$ cat src/rtl/reservation_station_pkg.sv
// Shared opcode encodings and default sizing for the reservation station slice.
package reservation_station_pkg;

  localparam int unsigned RS_SIZE_DEF = 8;
  localparam int unsigned ROB_W_DEF   = 4;
  localparam int unsigned OPC_W       = 6;
  localparam int unsigned XLEN        = 32;

  localparam logic [OPC_W-1:0] OP_NOP = 6'd0;
  localparam logic [OPC_W-1:0] OP_ADD = 6'd1;
  localparam logic [OPC_W-1:0] OP_SUB = 6'd2;
  localparam logic [OPC_W-1:0] OP_AND = 6'd3;
  localparam logic [OPC_W-1:0] OP_OR  = 6'd4;
  localparam logic [OPC_W-1:0] OP_XOR = 6'd5;
  localparam logic [OPC_W-1:0] OP_SLL = 6'd6;
  localparam logic [OPC_W-1:0] OP_SRL = 6'd7;

endpackage

$ cat src/rtl/rs_prio_enc.sv
// Lowest-index priority encoder: one-hot grant, binary index and a found flag.
module rs_prio_enc #(
  parameter int unsigned N  = 8,
  parameter int unsigned IW = (N > 1) ? $clog2(N) : 1
) (
  input  logic [N-1:0]  req_i,
  output logic [N-1:0]  onehot_o,
  output logic [IW-1:0] idx_o,
  output logic          found_o
);

  always_comb begin
    onehot_o = '0;
    idx_o    = '0;
    found_o  = 1'b0;
    for (int unsigned i = 0; i < N; i++) begin
      if (req_i[i] && !found_o) begin
        onehot_o[i] = 1'b1;
        idx_o       = IW'(i);
        found_o     = 1'b1;
      end
    end
  end

endmodule

$ cat src/rtl/reservation_station.sv
// Reservation station: issue into lowest free slot, CDB wakeup with issue-time
// bypass, and registered dispatch of the lowest-index ready entry.
module reservation_station
  import reservation_station_pkg::*;
#(
  parameter int unsigned RS_SIZE = RS_SIZE_DEF,
  parameter int unsigned ROB_W   = ROB_W_DEF
) (
  input  logic             clk,
  input  logic             rst,
  input  logic             rdy,
  input  logic             clr,
  input  logic             issue_valid,
  input  logic [OPC_W-1:0] issue_opcode,
  input  logic [XLEN-1:0]  issue_Vj,
  input  logic [ROB_W-1:0] issue_Qj,
  input  logic             issue_Qj_busy,
  input  logic [XLEN-1:0]  issue_Vk,
  input  logic [ROB_W-1:0] issue_Qk,
  input  logic             issue_Qk_busy,
  input  logic [XLEN-1:0]  issue_imm,
  input  logic [XLEN-1:0]  issue_pc,
  input  logic [ROB_W-1:0] issue_rob,
  output logic             rs_full,
  input  logic             cdb_valid,
  input  logic [ROB_W-1:0] cdb_rob,
  input  logic [XLEN-1:0]  cdb_value,
  output logic             RS_sgn,
  output logic [OPC_W-1:0] RS_opcode,
  output logic [XLEN-1:0]  RS_lhs,
  output logic [XLEN-1:0]  RS_rhs,
  output logic [XLEN-1:0]  RS_imm,
  output logic [XLEN-1:0]  RS_pc,
  output logic [ROB_W-1:0] ROB_entry
);

  localparam int unsigned IW = (RS_SIZE > 1) ? $clog2(RS_SIZE) : 1;

  logic [RS_SIZE-1:0] busy_q, busy_d;
  logic [RS_SIZE-1:0] qj_busy_q, qj_busy_d;
  logic [RS_SIZE-1:0] qk_busy_q, qk_busy_d;
  logic [OPC_W-1:0]   opcode_q [RS_SIZE];
  logic [XLEN-1:0]    vj_q     [RS_SIZE];
  logic [XLEN-1:0]    vk_q     [RS_SIZE];
  logic [XLEN-1:0]    vj_d     [RS_SIZE];
  logic [XLEN-1:0]    vk_d     [RS_SIZE];
  logic [XLEN-1:0]    imm_q    [RS_SIZE];
  logic [XLEN-1:0]    pc_q     [RS_SIZE];
  logic [ROB_W-1:0]   qj_q     [RS_SIZE];
  logic [ROB_W-1:0]   qk_q     [RS_SIZE];
  logic [ROB_W-1:0]   rob_q    [RS_SIZE];

  logic [RS_SIZE-1:0] free_oh, rdy_oh, ready_vec, issue_we, wake_j, wake_k;
  logic               free_found, rdy_found, issue_fire, byp_j, byp_k;
  logic [IW-1:0]      rdy_idx, free_idx_unused;

  assign rs_full    = &busy_q;
  assign ready_vec  = busy_q & ~qj_busy_q & ~qk_busy_q;
  assign issue_fire = rdy && !clr && issue_valid && free_found;
  assign issue_we   = {RS_SIZE{issue_fire}} & free_oh;
  assign byp_j      = issue_Qj_busy && cdb_valid && (cdb_rob == issue_Qj);
  assign byp_k      = issue_Qk_busy && cdb_valid && (cdb_rob == issue_Qk);

  rs_prio_enc #(.N(RS_SIZE), .IW(IW)) u_free_sel (
    .req_i    (~busy_q),
    .onehot_o (free_oh),
    .idx_o    (free_idx_unused),
    .found_o  (free_found)
  );

  rs_prio_enc #(.N(RS_SIZE), .IW(IW)) u_ready_sel (
    .req_i    (ready_vec),
    .onehot_o (rdy_oh),
    .idx_o    (rdy_idx),
    .found_o  (rdy_found)
  );

  // Free and ready selections come from disjoint busy states, so an entry can
  // never be written by issue and released by dispatch on the same edge.
  always_comb begin
    busy_d    = busy_q;
    qj_busy_d = qj_busy_q;
    qk_busy_d = qk_busy_q;
    wake_j    = '0;
    wake_k    = '0;
    for (int unsigned i = 0; i < RS_SIZE; i++) begin
      wake_j[i]    = busy_q[i] && qj_busy_q[i] && cdb_valid && (qj_q[i] == cdb_rob);
      wake_k[i]    = busy_q[i] && qk_busy_q[i] && cdb_valid && (qk_q[i] == cdb_rob);
      busy_d[i]    = busy_q[i] & ~rdy_oh[i];
      qj_busy_d[i] = qj_busy_q[i] & ~wake_j[i];
      qk_busy_d[i] = qk_busy_q[i] & ~wake_k[i];
      vj_d[i]      = wake_j[i] ? cdb_value : vj_q[i];
      vk_d[i]      = wake_k[i] ? cdb_value : vk_q[i];
      if (issue_we[i]) begin
        busy_d[i]    = 1'b1;
        qj_busy_d[i] = issue_Qj_busy & ~byp_j;
        qk_busy_d[i] = issue_Qk_busy & ~byp_k;
        vj_d[i]      = byp_j ? cdb_value : issue_Vj;
        vk_d[i]      = byp_k ? cdb_value : issue_Vk;
      end
    end
  end

  always_ff @(posedge clk or negedge rst) begin
    if (!rst) begin
      busy_q    <= '0;
      qj_busy_q <= '0;
      qk_busy_q <= '0;
      RS_sgn    <= 1'b0;
      RS_opcode <= '0;
      RS_lhs    <= '0;
      RS_rhs    <= '0;
      RS_imm    <= '0;
      RS_pc     <= '0;
      ROB_entry <= '0;
    end else if (clr) begin
      busy_q <= '0;
      RS_sgn <= 1'b0;
    end else if (rdy) begin
      busy_q    <= busy_d;
      qj_busy_q <= qj_busy_d;
      qk_busy_q <= qk_busy_d;
      RS_sgn    <= rdy_found;
      if (rdy_found) begin
        RS_opcode <= opcode_q[rdy_idx];
        RS_lhs    <= vj_q[rdy_idx];
        RS_rhs    <= vk_q[rdy_idx];
        RS_imm    <= imm_q[rdy_idx];
        RS_pc     <= pc_q[rdy_idx];
        ROB_entry <= rob_q[rdy_idx];
      end
    end
  end

  // Entry payload is only meaningful while busy, so it carries no reset.
  always_ff @(posedge clk) begin
    if (rdy && !clr) begin
      for (int unsigned i = 0; i < RS_SIZE; i++) begin
        vj_q[i] <= vj_d[i];
        vk_q[i] <= vk_d[i];
        if (issue_we[i]) begin
          opcode_q[i] <= issue_opcode;
          qj_q[i]     <= issue_Qj;
          qk_q[i]     <= issue_Qk;
          imm_q[i]    <= issue_imm;
          pc_q[i]     <= issue_pc;
          rob_q[i]    <= issue_rob;
        end
      end
    end
  end

endmodule
$ cat config.mk
export PLATFORM = sky130hd
export DESIGN_NAME = reservation_station
export DESIGN_NICKNAME = d
export VERILOG_FILES = /design/src/rtl/reservation_station_pkg.sv /design/src/rtl/rs_prio_enc.sv /design/src/rtl/reservation_station.sv
export SDC_FILE = /design/constraint.sdc
export NUM_CORES = 2
export LEC_CHECK = 0
export BUFFER_PORTS_ARGS = -buffer_cell sky130_fd_sc_hd__buf_2
export CAP_MARGIN = 20
export CELL_PAD_IN_SITES_DETAIL_PLACEMENT = 1
export CELL_PAD_IN_SITES_GLOBAL_PLACEMENT = 1
export CORE_MARGIN = 1.5
export CORE_UTILIZATION = 40
export CTS_BUF_LIST = sky130_fd_sc_hd__clkbuf_16
export DETAILED_ROUTE_END_ITERATION = 7
export GPL_ROUTABILITY_DRIVEN = 0
export PLACE_DENSITY = 0.75
export SLEW_MARGIN = 20
export SYNTH_ARGS = -nofsm -noshare
export SYNTH_HDL_FRONTEND = slang
export SYNTH_SLANG_ARGS = --single-unit
$ cat constraint.sdc
create_clock -name clk -period 5.1 [get_ports clk]
set_input_delay 0.51 -clock clk [delete_from_list [all_inputs] [get_ports clk]]
set_output_delay 0.51 -clock clk [all_outputs]
set_load 0.005 [all_outputs]
-- Word level (Yosys, flattened, before mapping)
Memory sizes are Yosys's and may differ from the RTL's. A register that Yosys moved wholly into a read port is not among the register bits.
Index checks and enable logic that the tools add are counted.
- multiplexer cells: 251
- bitwise logic cells: 59
- reductions and logical operators: 152
- eq/ne operators: 34
- operators with widths (cell ; count):
    32-bit two-way mux ; 48
    32-bit OR reduction ; 14
    3-bit two-way mux ; 46
    1-bit two-way mux ; 125
    4-bit two-way mux ; 21
    4-bit OR reduction ; 21
    4-bit equality test ; 18
    1-bit logical AND ; 69
    6-bit two-way mux ; 7
    6-bit OR reduction ; 7
    2-bit AND reduction ; 17
    2-bit != test, second input constant ; 16
    1-bit inverter ; 27
    1-bit AND ; 26
    8-bit AND ; 3
    8-bit inverter ; 3
    1-bit zero test ; 21
    8-bit two-way mux ; 2
    8-bit AND reduction ; 1
    2-bit two-way mux ; 2
    3-bit AND reduction ; 1
    2-bit nonzero test ; 1
- memories kept: 8
- flip-flop bits (word level): 25
- memory bits (writable): 1168
- output and inout bits: 140
- memory list (memory ; words ; width ; rd ports ; clocked after Yosys merged registers in ; write ports ; line ; source):
    imm_q ; 8 ; 32 ; 1 ; 1 ; 1 ; reservation_station.sv:47 ; logic [XLEN-1:0] imm_q [RS_SIZE];
    pc_q ; 8 ; 32 ; 1 ; 1 ; 1 ; reservation_station.sv:48 ; logic [XLEN-1:0] pc_q [RS_SIZE];
    vj_q ; 8 ; 32 ; 1 ; 1 ; 8 ; reservation_station.sv:43 ; logic [XLEN-1:0] vj_q [RS_SIZE];
    vk_q ; 8 ; 32 ; 1 ; 1 ; 8 ; reservation_station.sv:44 ; logic [XLEN-1:0] vk_q [RS_SIZE];
    opcode_q ; 8 ; 6 ; 1 ; 1 ; 1 ; reservation_station.sv:42 ; logic [OPC_W-1:0] opcode_q [RS_SIZE];
    qj_q ; 8 ; 4 ; 8 ; 0 ; 1 ; reservation_station.sv:49 ; logic [ROB_W-1:0] qj_q [RS_SIZE];
    +2 memories ; -- ; -- ; -- ; -- ; -- ; -- ;

-- Logic depth before layout (Yosys ltp)
- word-level depth: 36
- depth in mapped cells: 10
- depth with buffers taken out: 6

-- By module
From an unflattened synthesis, not the netlist that was laid out.
- cells, all modules: 3039
- area total of the unflattened synthesis: 56535.5 µm²
- by module, submodules not included (module ; cells an instance ; area an instance (µm²) ; sequential area each (µm²) ; times used):
    reservation_station ; 2995 ; 56235.2 ; 39152.6 ; 1
    rs_prio_enc ; 22 ; 150.1 ; 0.0 ; 2

-- Worst setup path before layout
OpenSTA, ideal clock, no wires.
- path type: input port to flip-flop
- from: in cdb_rob[3]
- to: mem vj_q[3][0], enable pin
- data arrival time: 4993 ps
- buffers on the path: 2
- library setup time: 514 ps
- setup slack: -407 ps
- stages on the path: 5
- path through: clkbuf_1 > clkbuf_1 > xnor2_1 > nand3_1 > o41ai_1
- RTL lines (what ; line ; source):
    start, declared ; reservation_station.sv:26 ; input logic [ROB_W-1:0] cdb_rob,
    end, declared ; reservation_station.sv:43 ;

==> impl_metrics.yaml <==
status:
  outcome: "finished clean"
detailed_routing:
  drcViolationCount: 0
  drt_pass1_iterations: 7
  routed_wirelength_um: 189000
  vias: 37900
  post_drt_wl_per_cell_um: 30.2
  drt_iter0_drc: 3712
  post_drt_via_cell_ratio: 6.04
  drt.antenna.violating_nets: 0
critical_path:
  cp.required_ns: 5.63
  cp.arrival_ns: 4.20
  r2r_start: "busy_q[2]"
  cp_max_fo: 20
  endpoint_kind: "register"
  worstSetupStartpoint: "clr"
  crit_chain: "dlygate4sd3_1, buf_2, nor2b_2, nand2_1, or4b_1, a31oi_4, buf_12, mux2_2"
  critPathLaunchType: "primary input"
  critPathMaxStageDelay_ns: 0.81
  slowest_stage: "or4b_1"
  critPathKind: "in -> reg"
place:
  port_buffers: 329
  dp_hpwl_um: 108000
cells_and_area:
  final_layout_size_suffix_gt1_frac: 0.281
  fin_util: 0.469
  area.growth.synth_to_final_pct: 16.2
  nets: 4431
clock_network:
  cts_tree: "built"
  path_clk_slew_ns: 0.06
  cts_root_buf: "clkbuf_16"
  cts-buffers-inserted: 146
  cts.sinks: 1331
  cts_max_level: 4
  insertion_delay_ns: 0.79
  cts_resized: 0
  clk_path_buf_depth: 3
logic_synthesis:
  async_flop_share: 0.122
  synth_cell_types: 56
  yosys.area.top_type_share: 0.604
  syn_inst: 3941
  ys_seq_area_frac: 0.674
  yosysMostFrequentCell: "edfxtp_1"
  yosys_most_used_dff: "edfxtp_1"
  synth_warnings: 0
  synth-edff-count: 1168
  synth_nets: 4131
  synth-seq-cells: 1331
  avgSynthCellArea_um2: 14.7
  synthTopCellsByArea: "edfxtp_1, mux2_2, dfrtp_1"
  synth_commonest_cells: "edfxtp_1, mux2_2, nand2_1, a21oi_1, clkbuf_1"
  synth_area_um2: 58100
  yosysTopAreaCell: "edfxtp_1"
floorplan:
  fp.dieH_um: 384
  ios: 330
  rows: 139
  core_area_um2: 144000
  dieArea_um2: 148000
  start_util: 0.404
  chipWidth_um: 384
grt:
  grt_pass1_wl_um: 274000
  grtUsageTotal: 0.253
  antenna_found_initial: 53
  grt_pass1_vias: 40100
  overflow: 0
  grt_start_max_net_pins: 137
timing:
  worstMarginPinSlew_ns: 1.11
  hold_slack_ns: 0.0593
  maxSlewHeadroom: 0.256
  period_share: 0.720
  period_minus_slack_ns: 3.67
  slew_violations: 0
  finClkSkew_ns: 0.0256
  final-hold-violation-count: 0
  tns_ns: 0
  finalSetupViolations: 0
  rsz0062_at_grt: "false"
  fmax_ghz: 0.272
min_path:
  min-delay-start: "issue_imm[15]"
  hold_class: "in -> reg"
power_and_ir_drop:
  power_density_nw_per_um2: 374
  power.leakage_nw: 24.1
  ir_drop_uv: 286
  power_w: 0.0253
flow_run:
  max_cap_violations: 0
metal layers:
metal	vias up	part of all wire	GRT usage
met5	-	0.0011	0
met4	32	0.031	0.0919
met3	342	0.078	0.0509
met2	1540	0.49	0.420
met1	19900	0.40	0.327
li1	16100	-	-
cell type report:
type / count / area, um2
fill: 14100 / 76300
clock buffer: 147 / 3680
sequential: 1331 / 39200
antenna: 19 / 47.5
tap: 1903 / 2380
clock inverter: 122 / 922
inverter: 27 / 121
timing repair buffer: 497 / 3540
multi-input combinational: 2238 / 17700
worst max-delay path: cells and delay by family:
kind	cells	cell delay, ns
buffers and inverters	3	1.01
AOI/OAI and AO/OA	1	0.67
and+or+nand+nor	3	1.63
muxes	1	0.35
flip-flops by register name, summed over array words and instances, names as in the netlist:
register   cells
qj_busy_q      8
pc_q         256
vj_q         256
qk_busy_q      8
RS_rhs        32
RS_opcode      6
busy_q         8
rob_q         32
qj_q          32
imm_q        256
vk_q         256
qk_q          32
RS_sgn         1
opcode_q      48
RS_lhs        32
RS_imm        32
ROB_entry      4
RS_pc         32
where the power goes:
part / total, W / leakage, nW / internal [W] / switching (W)
Combinational: 0.00219 / 9.05 / 0.000976 / 0.00121
Clock: 0.0103 / 2.41 / 0.00574 / 0.00454
Sequential: 0.0128 / 12.6 / 0.0124 / 0.000439
through the flow:
stage,worst slack [ns],instances,cell area [um2]
6_report,1.43,6284,67500
3_3_place_gp,1.21,5920,62100
3_5_place_dp,1.14,5920,62100
4_1_cts,1.50,6264,67400
5_1_grt,1.28,6275,67500
2_1_floorplan,0.533,3941,58100
layout by cell type, fill, tap and decap left out, types with 33 or more instances in the layout:
cell type	n
a211o_1	41
a211oi_1	139
a21oi_1	241
a221o_1	97
a22oi_1	97
a311oi_1	97
buf_12	33
buf_2	328
buf_4	59
clkbuf_16	147
dfrtp_1	163
dlygate4sd3_1	75
edfxtp_1	1168
inv_1	62
mux2_2	545
mux2i_1	82
nand2_1	481
o211a_1	138
o211ai_1	43
xnor2_1	34
what timing repair did:
item / CTS / global route
setup buffers: 0 / 0
hold buffers: 75 / 0
endpoints found under the hold margin: 657 / 0
cells by family after synthesis:
group,after synthesis,synth area share
AO/OA/AOI/OAI,944,0.124
multiplexers,635,0.121
flip-flops,1331,0.674
AND/OR/NAND/NOR,593,0.0422
XOR/XNOR,66,0.00995
buffers and inverters,372,0.0283
worst paths after layout:
check / end / slack (ns) / cells after the start
setup / recovery: vj_q[3][14] / 1.43 / 8
hold / removal: imm_q[7][15] / 0.06 / 1
setup reg to reg: RS_lhs[29] / 1.49 / 7
hold reg to reg: RS_pc[1] / 0.49 / 2
max in group asynchronous: RS_rhs[2] / 3.28 / 3
min in group asynchronous: ROB_entry[3] / 0.34 / 2
Power figures use the tool's default switching activity.
